===== config.mk =====
export PLATFORM = sky130hd
export DESIGN_NAME = table_scan_seq
export DESIGN_NICKNAME = d
export VERILOG_FILES = /design/src/rtl/table_scan_seq.sv
export SDC_FILE = /design/constraint.sdc
export NUM_CORES = 1
export LEC_CHECK = 0
export CAP_MARGIN = 25
export CORE_MARGIN = 2
export CORE_UTILIZATION = 49
export CTS_CLUSTER_SIZE = 30
export DETAILED_ROUTE_END_ITERATION = 8
export GPL_ROUTABILITY_DRIVEN = 0
export GPL_TIMING_DRIVEN = 1
export HOLD_SLACK_MARGIN = 0.12
export PLACE_DENSITY = 0.67
export SLEW_MARGIN = 20
export SYNTH_ARGS = -nofsm -noshare
export SYNTH_HDL_FRONTEND = slang
export SYNTH_SLANG_ARGS = --single-unit

===== constraint.sdc =====
create_clock -name clk -period 4.1 [get_ports clk]
set_clock_uncertainty 0.2 [all_clocks]
set_input_delay 0.615 -clock clk [delete_from_list [all_inputs] [get_ports clk]]
set_output_delay 0.615 -clock clk [all_outputs]
set_load 0.05 [all_outputs]

===== src/rtl/table_scan_seq.sv =====
// Sequential key search over a DEPTH-entry table of {key, f0, f1}, one entry per cycle,
// with valid/ready handshakes on request and response; first or last match selectable.
module table_scan_seq #(
    parameter int  DATA_W     = 8,
    parameter int  DEPTH      = 9,
    parameter bit  MATCH_LAST = 1'b0,
    localparam int IDX_W      = $clog2(DEPTH)
) (
    input  logic              clk,
    input  logic              rst_n,
    input  logic              wr_en,
    input  logic [IDX_W-1:0]  wr_addr,
    input  logic [DATA_W-1:0] wr_key,
    input  logic [DATA_W-1:0] wr_f0,
    input  logic [DATA_W-1:0] wr_f1,
    input  logic              clr,
    input  logic              req_valid,
    output logic              req_ready,
    input  logic [DATA_W-1:0] req_key,
    output logic              rsp_valid,
    input  logic              rsp_ready,
    output logic              rsp_hit,
    output logic [IDX_W-1:0]  rsp_idx,
    output logic [DATA_W-1:0] rsp_f0,
    output logic [DATA_W-1:0] rsp_f1,
    output logic              busy
);

    typedef enum logic [1:0] {ST_IDLE, ST_SCAN, ST_RESP} state_e;

    logic [DATA_W-1:0] tab_key_q [DEPTH];
    logic [DATA_W-1:0] tab_f0_q  [DEPTH];
    logic [DATA_W-1:0] tab_f1_q  [DEPTH];
    logic [DEPTH-1:0]  tab_vld_q;

    state_e            state_q, state_d;
    logic [DATA_W-1:0] skey_q, skey_d;
    logic [IDX_W-1:0]  ptr_q, ptr_d;
    logic              hit_q, hit_d;
    logic [IDX_W-1:0]  idx_q, idx_d;
    logic [DATA_W-1:0] f0_q, f0_d;
    logic [DATA_W-1:0] f1_q, f1_d;
    logic              match;

    // NOTE: table contents are reset too, so a post-reset table reads as all-zero, not X.
    always_ff @(posedge clk or negedge rst_n) begin
        if (!rst_n) begin
            for (int i = 0; i < DEPTH; i++) begin
                tab_key_q[i] <= '0;
                tab_f0_q[i]  <= '0;
                tab_f1_q[i]  <= '0;
            end
            tab_vld_q <= '0;
        end else begin
            if (clr) tab_vld_q <= '0;
            // The per-entry write comes after the clear so it wins for wr_addr;
            // addresses >= DEPTH match no entry and are dropped.
            for (int i = 0; i < DEPTH; i++) begin
                if (wr_en && wr_addr == IDX_W'(i)) begin
                    tab_key_q[i] <= wr_key;
                    tab_f0_q[i]  <= wr_f0;
                    tab_f1_q[i]  <= wr_f1;
                    tab_vld_q[i] <= 1'b1;
                end
            end
        end
    end

    // NOTE: sequential state uses <= so every register samples pre-edge values.
    always_ff @(posedge clk or negedge rst_n) begin
        if (!rst_n) begin
            state_q <= ST_IDLE;
            skey_q  <= '0;
            ptr_q   <= '0;
            hit_q   <= 1'b0;
            idx_q   <= '0;
            f0_q    <= '0;
            f1_q    <= '0;
        end else begin
            state_q <= state_d;
            skey_q  <= skey_d;
            ptr_q   <= ptr_d;
            hit_q   <= hit_d;
            idx_q   <= idx_d;
            f0_q    <= f0_d;
            f1_q    <= f1_d;
        end
    end

    assign match = tab_vld_q[ptr_q] && (tab_key_q[ptr_q] == skey_q);

    // NOTE: every _d gets its hold value first, so no path leaves one unassigned (no latch).
    always_comb begin
        state_d = state_q;
        skey_d  = skey_q;
        ptr_d   = ptr_q;
        hit_d   = hit_q;
        idx_d   = idx_q;
        f0_d    = f0_q;
        f1_d    = f1_q;
        unique case (state_q)
            ST_IDLE: begin
                if (req_valid) begin
                    skey_d  = req_key;
                    ptr_d   = '0;
                    hit_d   = 1'b0;
                    idx_d   = '0;
                    f0_d    = '0;
                    f1_d    = '0;
                    state_d = ST_SCAN;
                end
            end
            ST_SCAN: begin
                if (match) begin
                    hit_d = 1'b1;
                    idx_d = ptr_q;
                    f0_d  = tab_f0_q[ptr_q];
                    f1_d  = tab_f1_q[ptr_q];
                end
                if (match && !MATCH_LAST) begin
                    state_d = ST_RESP;
                end else if (ptr_q == IDX_W'(DEPTH - 1)) begin
                    state_d = ST_RESP;
                end else begin
                    ptr_d = ptr_q + 1'b1;
                end
            end
            ST_RESP: begin
                if (rsp_ready) state_d = ST_IDLE;
            end
            default: state_d = ST_IDLE;
        endcase
    end

    always_comb begin
        req_ready = (state_q == ST_IDLE);
        rsp_valid = (state_q == ST_RESP);
        busy      = (state_q != ST_IDLE);
        rsp_hit   = hit_q;
        rsp_idx   = idx_q;
        rsp_f0    = f0_q;
        rsp_f1    = f1_q;
    end

endmodule


* Yosys cells after proc, flatten, opt, wreduce, memory -nomap -nowiden
Index checks and enable logic that the tools add are counted.
Storage, ports and cells: register bits after elaboration 260, bits of input ports 42, output and inout bits 24, word-level logic and storage cells 132
Cells by class: $add $sub $neg 1, $lt $le $gt $ge 2, eq/ne operators 18, mux-type cells 40, bitwise operators 1, reductions and logical operators 27
Operator list (count):
- 8-bit binary-select mux with 4-bit select | 3
- 8-bit 2-to-1 mux | 9
- 8-bit case mux with 2 select lines | 2
- 2-bit nonzero test | 11
- 4-bit by 3-bit == test with 1-bit output, second input constant | 4
- 4-bit 2-to-1 mux | 4
- 4-bit case mux with 2 select lines | 2
- 1-bit 2-to-1 mux | 12
- 1-bit logical AND | 10
- 9-bit 2-to-1 mux | 1
- 4-bit by 2-bit == test with 1-bit output, second input constant | 2
- 4-bit == test, second input constant | 2
- 8-bit == test | 1
- 2-bit 2-to-1 mux | 4
- 2-bit != test, second input constant | 4
- 2-bit case mux with 3 select lines | 1
- 3-bit AND reduction | 2
- 5-bit >= comparator, second input constant | 1
- 4-bit by 5-bit less-than comparator with 1-bit output, second input constant | 1
- 4-bit inverter with 5-bit output | 1
- 4-bit by 1-bit adder with 4-bit output, second input constant | 1
- 1-bit binary-select mux with 4-bit select | 1
- 4-bit by 1-bit == test with 1-bit output, second input constant | 1
- 4-bit logical NOT | 1
- 8 further kinds | 8

* Longest topological paths before layout
Gate-level depths: netlist of run 1.
word-level depth 8, gate-level depth with buffers 14, mapped depth without buffers 8

* Worst setup path before layout of run 1
No wires, ideal clock.
path type reg2reg, from reg ptr_q[1], to reg idx_q[2], in the netlist rsp_idx[2], library setup time 82 ps, arrival 3011 ps, required time 3818 ps, slack 807 ps, stages on the path, launching flop included 12, path buffers 3, period minus slack after synthesis 3293 ps, path through dfrtp_1 buf_2 and2_1 clkbuf_1 a221oi_1 mux2_2 a311o_1 or4_4 nor4_4 and2_1 buf_4 mux2i_1
On the way: cells in the longest elaborated chain, start to end 8, elaborated cells on any way between the ends 10, classes of those cells 2 x eq/ne; 5 x mux; 1 x bitwise; 2 x reduce/logical
RTL lines:
- from (decl) | line 38 | logic [IDX_W-1:0] ptr_q, ptr_d;
- from (signal assigned) | line 82 | ptr_q <= ptr_d;
- 4-bit inverter with 5-bit output (implied by the code) | line 90 | assign match = tab_vld_q[ptr_q] && (tab_key_q[ptr_q] == skey_q);
- 8-bit binary-select mux with 4-bit select | line 90
- 8-bit 2-to-1 mux (implied by the code) (2 in series) | line 90
- 8-bit == test | line 90
- 1-bit logical AND (*) | line 90
- 2-bit != test (no source line) (*)
- 3-bit AND reduction (no source line) (*)
- to (signal assigned) | line 84 | idx_q <= idx_d;
- to (decl) | line 40 | logic [IDX_W-1:0] idx_q, idx_d;
Every way passes the cells marked *; elsewhere a longest branch is shown, timed or not. The select of a mux whose other input is x is not followed. A chain may end at the register's enable or synchronous reset.

* Worst setup path after layout of run 1
from reg ptr_q[0], to reg ptr_q[3]
On the way: cells in the longest elaborated chain, start to end 8, elaborated cells on any way between the ends 16, classes of those cells 1 x add/sub; 4 x eq/ne; 8 x mux; 1 x bitwise; 2 x reduce/logical
RTL lines (line):
- 4-bit inverter with 5-bit output (implied by the code) | 90
- 8-bit binary-select mux with 4-bit select | 90
- 8-bit 2-to-1 mux (implied by the code) (2 in series) | 90
- 8-bit == test | 90
- 1-bit logical AND | 90
- 2-bit != test (no source line)
- 4-bit AND reduction (no source line)
Several ways; a longest one is shown, not always the timed one. The select of a mux whose other input is x is not followed.

==> impl_metrics.ini, run 1 <==
[routing]
routed_via_density = 5.87
drc = 0
via_count = 7299
wl_um = 27900
postRouteAntennaNets = 0
dr.pass1.iters = 5
wire_per_inst_um = 22.4
first_iter_violations = 466

[pwr]
power_density_mw_per_mm2 = 645
finalPower_w = 0.00892
clkPwrFrac_pct = 28.5
p_int_w = 0.00615
ir_drop_uv = 398
p_sw_w = 0.00277
switching_share_pct = 31.1
seq_power_share_pct = 39.9
p_comb_share_pct = 31.6
leakage_nw = 6.04

[layout]
synthToLayoutAreaGrowth_pct = 17.1
drive_gt1_share_pct = 37.8
finalNetCount = 950
diodes = 0
fill_cells = 1856
stdcell_area_mm2 = 0.0138

[clock_tree]
cts_buffer_depth = 3
cts_buffers = 27
cts_tree = done
cts_sinks = 260
insertion_delay_ns = 0.53
ctsHoldBuffers = 1
post_cts_buffers = 0
cts_root_buf = clkbuf_16
post_cts_resized = 0
clk_pin_slew_worst_paths_ns = 0.06
h-tree-depth = 1

[critical_path]
cp_common_cell = buf_4
critical-path-max-stage-delay_ns = 0.72
arrival_ns = 3.94
critPathTopFamily = buffers and inverters
reg2reg_slack_ns = 0.41
end_kind = flop
startpoint_type = flop
worstSetupPathType = flop to flop
crit_fanout = 40
cp.required_ns = 4.35
cp_num_buf_inv = 2
cp_cell_sequence = buf_4 > mux4_2 > nor2_1 > a311oi_1 > mux2i_1 > nor4_4 > buf_4 > or4b_2 > o211ai_1
slowest_stage = buf_4

[sta]
fin_crit_sh_pct = 90.1
report.final.slew_viol_count = 0
report.final.hold_viol_count = 0
final-setup-viol-count = 0
tightest_slew_ns = 0.943
timing.final.ws_setup_ns = 0.406
final.setup.tns_ns = 0
fmax_ghz = 0.271
relSlewSlack_pct = 37.0
rsz0062_at_grt = false
finalCriticalPeriod_ns = 3.69
whs_ns = 0.290

[logic_synthesis]
synth.net_count = 877
synthFlopType = dfrtp_1
synthTopCellsByCount = dfrtp_1 (260), mux2_2 (225), nand2_1 (51)
synthArstFlopShare_pct = 100
synth_seq_cells = 260
synth_top_area_share_pct = 55.1
syn_area_mm2 = 0.0118
synth_edf_count = 0
yosysWarnings = 0
syn_inst = 833
yosysMostFrequentCell = dfrtp_1
ys_seq_area_share_pct = 55.1
yosysTopAreaCell = dfrtp_1
synth_cell_type_count = 50
syn_avg_cell_area_um2 = 14.2
synth.area.top_cells = dfrtp_1 (55%), mux2_2 (21%), mux4_2 (7.6%)

[grt]
grt_pass1_vias = 7875
grt_pass1_wl_um = 44500
grt_start_max_net_pins = 119
grtUsageTotal_pct = 22.5
antenna_found_initial = 0
grt-ovfl-total = 0

[die]
die_h_um = 159
start_util_pct = 50.1
num_rows = 56
coreArea_mm2 = 0.0235
die_area_mm2 = 0.0254
die_w_um = 159
io_pins = 66

[placement]
post-place-ws_ns = 0.364
place_area_mm2 = 0.0129
dp_hpwl_um = 17300
io_buffers = 65

[flow_run]
drv_cap = 0

[hold_path]
worstHoldPathType = flop to flop

[status]
outcome = finished clean
==> metal layers <==
metal / part of all wire [%] / track usage, %
met1: 44 / 31.0
met2: 49 / 37.5
met3: 4.5 / 3.49
met4: 2.5 / 5.83
met5: 0 / 0
==> through the flow <==
stage,util (%),std cells
finish,58.7,1244
global route,58.7,1244
CTS,58.7,1244
detailed placement,54.8,1195
global placement,54.8,1195
floorplan,-,833
==> cells by family (layout without fill, tap and decap cells) <==
group | after synthesis | count (layout) | share of synthesized area (%)
and+or+nand+nor | 99 | 99 | 4.23
adders and majority gates | 2 | 2 | 0.212
AOI/OAI and AO/OA | 85 | 85 | 4.58
DFF | 260 | 260 | 55.1
buffers and inverters | 73 | 165 | 2.62
muxes | 314 | 314 | 33.3
==> worst reg2reg max path, cell delays in order, from the launching register on <==
cell and delay, ns:
dfrtp_4 0.58, buf_4 0.72, mux4_2 0.64, nor2_1 0.09
a311oi_1 0.07, mux2i_1 0.29, nor4_4 0.07, buf_4 0.20
or4b_2 0.64, o211ai_1 0.10
==> worst paths after layout <==
check | startpoint | to | depth (start not counted)
max in group asynchronous | rst_n | tab_f1_q[48] | 3
hold / removal | rsp_hit | rsp_hit | 1
min in group asynchronous | rst_n | tab_f0_q[14] | 2
hold reg to reg | rsp_hit | rsp_hit | 1
setup / recovery | ptr_q[0] | ptr_q[3] | 9
setup reg to reg | ptr_q[0] | ptr_q[3] | 9
==> final cells by class <==
type / count / area (um^2) / area share [%]
clock inverters: 10 / 153 / 1.10
repair buffers: 97 / 923 / 6.68
inverters: 20 / 75.1 / 0.543
clock buffers: 38 / 767 / 5.55
well taps: 319 / 399 / 2.89
flip-flops and latches: 260 / 6510 / 47.1
multi-input cells: 500 / 5000 / 36.2
==> cell usage in the layout (no fill, tap or decap), drive strengths merged, types with 6 or more instances in the layout <==
cell / instances
mux2: 226
inv: 19
o21ai: 43
nand2: 51
clkinv: 6
clkbuf: 38
a221oi: 9
buf: 32
mux4: 40
dfrtp: 260
mux2i: 48
clkdlybuf4s50: 64
a21oi: 7
nor2: 7
nand3: 19
==> power groups by stage <==
stage | clock, W | sequential, W | combinational (W)
global route | 0.00269 | 0.00364 | 0.00307
finish | 0.00254 | 0.00356 | 0.00282
global placement | 0 | 0.00356 | 0.00275
detailed placement | 0 | 0.00360 | 0.00284
CTS | 0.00258 | 0.00356 | 0.00285
floorplan | 0 | 0.00348 | 0.00212
==> registers in the layout, summed over array words and instances (netlist names), 8 cells and up <==
| register | count |
|---|---|
| tab_f0_q | 72 |
| tab_f1_q | 72 |
| tab_key_q | 72 |
| tab_vld_q | 9 |
| rsp_f0 | 8 |
| rsp_f1 | 8 |
| skey_q | 8 |
(Power assumes the default switching activity.)
==> run 2, diff against run 1 <==
--- a/config.mk
+++ b/config.mk
@@ -14,6 +14,7 @@
 export GPL_TIMING_DRIVEN = 1
 export HOLD_SLACK_MARGIN = 0.12
 export PLACE_DENSITY = 0.67
+export REMOVE_ABC_BUFFERS = 1
 export SLEW_MARGIN = 20
 export SYNTH_ARGS = -nofsm -noshare
 export SYNTH_HDL_FRONTEND = slang
==> run 2 against run 1 <==
  * Critical path depth is the same
  * Die area is the same
  * Sequential power is essentially flat
  * Utilization shrank 0.32 points
  * Via count shrank 0.85%
  * Critical path type unchanged
  * Non-clock buffer count shrank 2
  * Cell count shrank 0.16%
  * Global-route usage grew 0.39 points
  * Clock power shrank 6%
==> impl_metrics.ini, run 2 (same netlist as run 1, synthesis figures left out) <==
[status]
outcome = finished clean

[pwr]
clkPwrFrac_pct = 27.3
p_sw_w = 0.00276
switching_share_pct = 31.5
p_comb_share_pct = 31.7
seq_power_share_pct = 41.0
ir_drop_uv = 336
power_density_mw_per_mm2 = 637
p_int_w = 0.00600
leakage_nw = 6.01

[critical_path]
startpoint_type = flop
worstRegToRegCells = 9
arrival_ns = 3.95
worstSetupPathType = flop to flop
crit_fanout = 22
crit_start = ptr_q[1]
critical-path-max-stage-delay_ns = 0.60
end_kind = flop
cp_common_cell = buf_4
cp.required_ns = 4.35
r2r-start = ptr_q[1]
slowest_stage = dfrtp_2
cp_cell_sequence = nor4b_4 > buf_4 > a2111oi_0 > a211o_1 > or4_4 > nor4_4 > and2_1 > buf_4 > mux2i_1

[sta]
finalCriticalPeriod_ns = 3.70
final.setup.tns_ns = 0
fmax_ghz = 0.271
report.final.slew_viol_count = 0
whs_ns = 0.276
tightest_slew_ns = 0.982
timing.final.ws_setup_ns = 0.404
report.final.hold_viol_count = 0
rsz0062_at_grt = false
fin_crit_sh_pct = 90.1
relSlewSlack_pct = 34.5
final-setup-viol-count = 0

[die]
coreArea_mm2 = 0.0235
start_util_pct = 50.1
num_rows = 56
io_pins = 66
die_area_mm2 = 0.0254
die_h_um = 159
die_w_um = 159

[grt]
grt_pass1_vias = 8049
antenna_found_initial = 0
grt_start_max_net_pins = 129
grt_pass1_wl_um = 45800
grtUsageTotal_pct = 22.9
grt-ovfl-total = 0

[layout]
reg_top3 = tab_f0_q x72, tab_f1_q x72, tab_key_q x72
synthToLayoutAreaGrowth_pct = 16.5
diodes = 0
stdcell_area_mm2 = 0.0138
drive_gt1_share_pct = 37.5
finalNetCount = 948
final_common_cell = dfrtp_1
final_cell_mix = dfrtp_1 (258), mux2_2 (225), clkdlybuf4s50_1 (64)

[clock_tree]
cts_buffers = 27
h-tree-depth = 1
post_cts_resized = 0
cts_sinks = 260
clk_pin_slew_worst_paths_ns = 0.06
cts_tree = done
cts_root_buf = clkbuf_16
insertion_delay_ns = 0.54
cts_buffer_depth = 3

[routing]
first_iter_violations = 452
postRouteAntennaNets = 0
wire_per_inst_um = 22.9
routed_via_density = 5.83
via_count = 7237
wl_um = 28400
dr.pass1.iters = 5
drc = 0

[placement]
post-place-ws_ns = 0.419
place_area_mm2 = 0.0129
dp_hpwl_um = 17900
io_buffers = 65

[flow_run]
drv_cap = 0

[hold_path]
hold_start = tab_vld_q[7]
whs_path_depth = 1
worstHoldPathType = flop to flop
## run 2: area by class of cell
cell class / count / area, um^2
well taps: 319 / 399
repair buffers: 95 / 896
fillers: 1865 / 9790
clock buffers: 42 / 802
flip-flops and latches: 260 / 6510
multi-input cells: 500 / 5000
inverters: 20 / 75.1
clock inverters: 6 / 70.1
## run 2: final timing paths
check                                 to  slack, ns
min in group asynchronous  tab_key_q[24]       0.59
hold / removal              tab_vld_q[7]       0.28
max in group asynchronous   tab_f0_q[32]       2.18
setup / recovery              rsp_idx[0]       0.40
hold reg to reg             tab_vld_q[7]       0.28
setup reg to reg              rsp_idx[0]       0.40
## run 2: metal layers
layer	track usage [%]	routed length, um	vias up
li1	-	-	3184
met1	30.6	12300	3838
met2	39.8	14400	167
met3	3.36	1130	48
met4	5.12	599	0
met5	0	0	-
## run 2: metrics by stage
step | power, W | utilization [%] | instances
3_3_place_gp | 0.00629 | 54.7 | 1193
2_1_floorplan | 0.00556 | - | 780
6_report | 0.00876 | 58.4 | 1242
4_1_cts | 0.00882 | 58.4 | 1242
5_1_grt | 0.00924 | 58.4 | 1242
3_5_place_dp | 0.00642 | 54.7 | 1193
## run 2: worst max-delay path, delay by kind of cell (launching register included)
| family | cells | cell delay [ns] |
|---|---|---|
| flops | 1 | 0.60 |
| simple gates | 4 | 1.58 |
| mux | 1 | 0.22 |
| compound gates | 2 | 0.41 |
| buf+inv | 2 | 0.58 |
## run 2: what timing repair did
action | 4_1_cts | 5_1_grt
hold buffers | 1 | 0
hold endpoints to repair | 123 | 0
setup buffers | 0 | 0
## run 2: power groups by stage
stage,Combinational (W),Sequential [W],Clock (W)
after global routing,0.00302,0.00367,0.00255
after floorplan,0.00187,0.00370,0
after detailed placement,0.00279,0.00363,0
after global placement,0.00272,0.00358,0
final,0.00277,0.00359,0.00239
after CTS,0.00280,0.00359,0.00243
==> run 3, diff against run 2 <==
--- a/config.mk
+++ b/config.mk
@@ -6,6 +6,7 @@
 export NUM_CORES = 1
 export LEC_CHECK = 0
 export CAP_MARGIN = 25
+export CORE_ASPECT_RATIO = 1.25
 export CORE_MARGIN = 2
 export CORE_UTILIZATION = 49
 export CTS_CLUSTER_SIZE = 30
@@ -13,7 +14,7 @@
 export GPL_ROUTABILITY_DRIVEN = 0
 export GPL_TIMING_DRIVEN = 1
 export HOLD_SLACK_MARGIN = 0.12
-export PLACE_DENSITY = 0.67
+export PLACE_DENSITY = 0.72
 export REMOVE_ABC_BUFFERS = 1
 export SLEW_MARGIN = 20
 export SYNTH_ARGS = -nofsm -noshare
==> run 3 against run 2 <==
  * Sequential share of layout area shrank 0.39 points
  * Highest routed layer unchanged
  * Setup slack worse by 0.056 ns
  * First-iteration DRC count down 6.9%
  * Non-clock buffer count is 1 higher
  * Cell count grew 0.64%
  * Routed wire length fell by 4.6%
  * Clock power increased by 9.2%
  * Fmax fell by 1.5%
  * Largest power group unchanged
  * Global-route usage decreased by 0.70 points
  * Register-to-register slack worse by 0.06 ns
  * Critical path type unchanged
  * Sequential power barely moved
==> impl_metrics.ini, run 3 (same netlist as run 1, synthesis figures left out) <==
[critical_path]
crit_fanout = 10
reg2reg_slack_ns = 0.35
slowest_stage = dfrtp_4
cp_cell_sequence = nor4b_4 > a21oi_1 > mux2_2 > a311o_1 > or4_4 > nor4_4 > buf_4 > or2_1 > mux2_1
critPathTopFamily = simple AND/OR/NAND/NOR gates
cp_num_buf_inv = 1
r2r-start = ptr_q[0]
end_kind = flop
cp.required_ns = 4.31
arrival_ns = 3.96
critical-path-max-stage-delay_ns = 0.57
worstSetupPathType = flop to flop
rr_endpoint = ptr_q[1]
worstRegToRegCells = 9
startpoint_type = flop

[layout]
finalNonFillerCells = 1250
final_common_cell = dfrtp_1
finalNetCount = 949
drive_gt1_share_pct = 37.5
diodes = 0
synthToLayoutAreaGrowth_pct = 17.5
reg_top3 = tab_f0_q x72, tab_f1_q x72, tab_key_q x72
final_cell_mix = dfrtp_1 (258), mux2_2 (225), clkdlybuf4s50_1 (64)
fill_cells = 1888

[die]
io_pins = 66
die_w_um = 143
start_util_pct = 49.8
die_area_mm2 = 0.0254
die_h_um = 178
num_rows = 63
coreArea_mm2 = 0.0237

[hold_path]
whs_path_depth = 1
worstHoldPathType = flop to flop
hold_start = tab_vld_q[6]
holdPathEnd = tab_vld_q[6]

[routing]
routed_via_density = 5.74
wl_um = 27100
first_iter_violations = 421
via_count = 7181
postRouteAntennaNets = 0
dr.pass1.iters = 5
wire_per_inst_um = 21.7
drc = 0

[sta]
finalCriticalPeriod_ns = 3.75
tightest_slew_ns = 0.804
fin_crit_sh_pct = 91.5
final-setup-viol-count = 0
report.final.slew_viol_count = 0
fmax_ghz = 0.267
relSlewSlack_pct = 46.4
report.final.hold_viol_count = 0
final.setup.tns_ns = 0
rsz0062_at_grt = false
timing.final.ws_setup_ns = 0.349

[pwr]
power_density_mw_per_mm2 = 646
leakage_nw = 6.06
ir_drop_uv = 320

[clock_tree]
post_cts_buffers = 0
cts_tree = done
clk_pin_slew_worst_paths_ns = 0.06
cts_buffer_depth = 3
cts_sinks = 260
h-tree-depth = 1
insertion_delay_ns = 0.53
post_cts_resized = 0
cts_buffers = 27
cts_root_buf = clkbuf_16

[placement]
place_inst = 1200
dp_hpwl_um = 16200
post-place-ws_ns = 0.379
io_buffers = 65

[flow_run]
drv_cap = 0

[grt]
grtUsageTotal_pct = 22.2
grt_pass1_vias = 7567
grt_pass1_wl_um = 43000
antenna_found_initial = 0
grt-ovfl-total = 0
grt_start_max_net_pins = 105

[status]
outcome = finished clean
run 3: changes by cell type in the layout (fill, tap and decap cells not counted), sizes merged:
cell / change
buf: +1
bufinv: +4
inv: +1
clkbuf: -3
clkinv: -1
run 3: worst max path at each step:
stage	slack (ns)	to	startpoint	depth (start not counted)
2_1_floorplan	-1.98	rsp_idx[2]	ptr_q[0]	8
3_3_place_gp	0.45	ptr_q[1]	ptr_q[0]	9
3_5_place_dp	0.38	ptr_q[1]	ptr_q[0]	9
4_1_cts	0.35	ptr_q[1]	ptr_q[0]	9
5_1_grt	0.21	ptr_q[1]	ptr_q[0]	9
6_report	0.35	ptr_q[1]	ptr_q[0]	9
run 3: area by class of cell:
cell class	instances	area, um^2	share of cell area, %
clock buffer	39	761	5.49
clock inverter	10	189	1.36
inverter	20	75.1	0.541
multi-input combinational	500	5000	36.0
sequential	260	6510	47.0
tap	325	407	2.93
timing repair buffer	96	928	6.69
run 3: through the flow:
step           hold WS, ns  cell area (um^2)  util [%]  total power, W
2_1_floorplan        0.119             11600         -         0.00556
3_3_place_gp         0.258             12900      54.4         0.00632
3_5_place_dp         0.271             12900      54.4         0.00641
4_1_cts              0.285             13900      58.5         0.00903
5_1_grt              0.308             13900      58.5         0.00940
6_report             0.284             13900      58.5         0.00896
run 3: worst reg2reg max path, cell delays in order (launching register included):
cell     delay [ns]
dfrtp_4        0.57
nor4b_4        0.49
a21oi_1        0.18
mux2_2         0.29
a311o_1        0.28
or4_4          0.50
nor4_4         0.38
buf_4          0.26
or2_1          0.16
mux2_1         0.33
run 3: routing by layer:
layer / wire length (um) / track usage [%] / vias up
li1: - / - / 3208
met1: 11900 / 30.4 / 3791
met2: 13600 / 37.5 / 137
met3: 1050 / 3.16 / 45
met4: 530 / 5.57 / 0
met5: 0 / 0 / -
run 3: what timing repair did:
action	in CTS	in global routing
setup endpoints to repair	0	0
endpoints found under the hold margin	101	0
hold buffers	1	0
run 3: where the power goes:
part           total, W  internal, W  switching [W]
clock           0.00261      0.00161        0.00100
combinational   0.00280      0.00146        0.00134
sequential      0.00356      0.00316       0.000401
==> RTL change (settings of run 3) <==
Encoding of `state_e`: now one-hot (3 bits for 3 states).
--- a/src/rtl/table_scan_seq.sv
+++ b/src/rtl/table_scan_seq.sv
@@ -27,5 +27,5 @@
 );
 
-    typedef enum logic [1:0] {ST_IDLE, ST_SCAN, ST_RESP} state_e;
+    typedef enum logic [2:0] {ST_IDLE = 3'b001, ST_SCAN = 3'b010, ST_RESP = 3'b100} state_e;
 
     logic [DATA_W-1:0] tab_key_q [DEPTH];
Behaviour: same outputs for any inputs over 4 cycles, from zero or initial values and one cycle with rst_n low; so few cycles prove little.
==> RTL change against run 3 <==
  * Critical path depth unchanged
  * Wire length is 2.5% lower
  * Synthesized cell count rose by 0.24%
  * Die area grew 0.56%
  * First-iteration DRC count is 30% higher
  * Area after synthesis is 0.57% higher
  * Final area fell by 0.78%
  * Global-route usage fell by 0.62 points
  * Total power fell by 15%
  * Via count is 0.75% higher
  * Setup slack better by 0.13 ns
  * Sequential cell count is 1 higher
  * Critical endpoint is now rsp_f0[0]
==> RTL change: results (changes against run 3) <==
[outcome]
outcome=completed

[synth]
yosysSeqAreaShare_pct=55.0  ; -0.092 points
yosys_warnings=0  ; unchanged
synth_area_leaders=dfrtp_1 (55%), mux2_2 (21%), mux4_2 (7.6%), mux2i_1 (3.5%), nand2_1 (2.1%)
synthTopCellsByCount=dfrtp_1 (260), mux2_2 (225), nand2_1 (65)
ys_types=60  ; +20%
yosys_most_used_dff=dfrtp_1
postSynth.asyncResetShare_pct=100  ; unchanged

[power]
p_leak_uw=0.00586  ; -3.2%
p_sw_share_pct=28.2  ; -2.4 points
ir_worst_vdd_mv=0.306  ; -4.4%

[detailed_routing]
drt_iter0_markers=547  ; +30%
wirelength_um=26400  ; -2.5%
vias=7235  ; +0.75%
drtPass1Iterations=4  ; -1

[cts]
cts_buffers=27  ; unchanged
cts_resized=0  ; unchanged
cts_htree_levels=1  ; unchanged
clkLatencyLatePin_ns=0.53  ; about the same
clkTransAtPathRegs_ns=0.06  ; about the same
clockBufferDepth=3  ; unchanged
post-cts-setup-buffers=0  ; unchanged
root_buffer=clkbuf_16

[layout]
nNetsFinal=951  ; +0.21%
layout-drive-gt1-share_pct=36.9  ; -0.62 points
reg.largest.list=tab_f0_q: 72 flops, tab_f1_q: 72 flops, tab_key_q: 72 flops
n_antenna_cell=0  ; unchanged

[placement]
dp_slack_ns=0.510  ; +0.131 ns
io_buffers=65  ; unchanged
post-dp-hpwl_um=15900  ; -1.9%

[worst_hold_path]
hold_depth=1  ; unchanged
worstHoldPathType=flop to flop

[global_routing]
grt_pass1_vias=7622  ; +0.73%
gr-usage-all-layers_pct=21.5  ; -0.62 points
grt_max_degree=117  ; +11%
antenna_found_initial=0  ; unchanged
grt_pass1_wl_um=42400  ; -1.4%

[worst_setup_path]
crit_path_max_incr_delay_ns=0.72  ; +0.15 ns
crit_family=simple AND/OR/NAND/NOR gates
cp_max_fo=13  ; +3
critPathSlowestCell=dfrtp_1
ff2ff_path_depth=9  ; unchanged

[sta]
worst_pin_slew_ns=0.929  ; +0.125 ns

-- RTL change: changes by cell type in the layout (fill, tap and decap cells not counted), sizes merged, moves of 5 or more --
cell    before  now
o21ai       43    8
a21oi        7   36
nand3       19    2
nand2       51   65
mux2i       48   41
bufinv       5    0
inv         21   16
nand2b       1    6
-- RTL change: power groups by stage --
stage | Sequential [uW] | Clock [uW] | Combinational, uW
final | 3490 | 2280 | 1860
after global routing | 3550 | 2430 | 2040
after CTS | 3480 | 2330 | 1880
after detailed placement | 3520 | 0 | 1870
after global placement | 3500 | 0 | 1840
after floorplan | 3480 | 0 | 1370
-- RTL change: kinds of logic (layout without fill, tap and decap cells) --
group,after synthesis,count (layout),synth area share (%)
mux,310,310,32.8
compound gates,88,88,4.85
fa+ha+maj,2,2,0.211
simple gates,110,110,4.71
flops,261,261,55.0
buf+inv,64,156,2.46
-- RTL change: area by class of cell --
type	count	area [sq um]
clock inverter	8	50.0
clock buffer	41	768
inverter	15	56.3
tap	325	407
sequential	261	6540
fill	1942	10000
multi-input combinational	510	5060
timing repair buffer	92	886
-- RTL change: final timing paths --
| check | start | to | slack, ns |
|---|---|---|---|
| setup / recovery | ptr_q[3] | rsp_f0[0] | 0.48 |
| hold / removal | tab_vld_q[6] | tab_vld_q[6] | 0.28 |
| setup reg to reg | ptr_q[3] | rsp_f0[0] | 0.48 |
| hold reg to reg | tab_vld_q[6] | tab_vld_q[6] | 0.28 |
| max in group asynchronous | rst_n | tab_key_q[12] | 2.23 |
| min in group asynchronous | rst_n | tab_f1_q[22] | 0.55 |
-- RTL change: stage by stage --
stage | area [sq um] | std cells | hold WS, ns | TNS (ns)
CTS | 13800 | 1252 | 0.284 | 0
global route | 13800 | 1252 | 0.297 | 0
detailed placement | 12900 | 1202 | 0.270 | 0
floorplan | 11600 | 786 | 0.119 | -26.54
finish | 13800 | 1252 | 0.284 | 0
global placement | 12900 | 1202 | 0.264 | 0
-- RTL change: routing by layer --
layer  up-vias  GRT usage (%)  wire (um)  share of wire, %
met5         -              0          0                 0
met3        44           2.68       1200               4.5
met4         0           6.50        630               2.4
met2       154           35.6      12900                49
met1      3825           30.1      11700                44
li1       3212              -          -                 -
-- RTL change: timing repair --
action	4_1_cts	5_1_grt
hold buffers	1	0
hold endpoints to repair	113	0
setup endpoints to repair	0	0
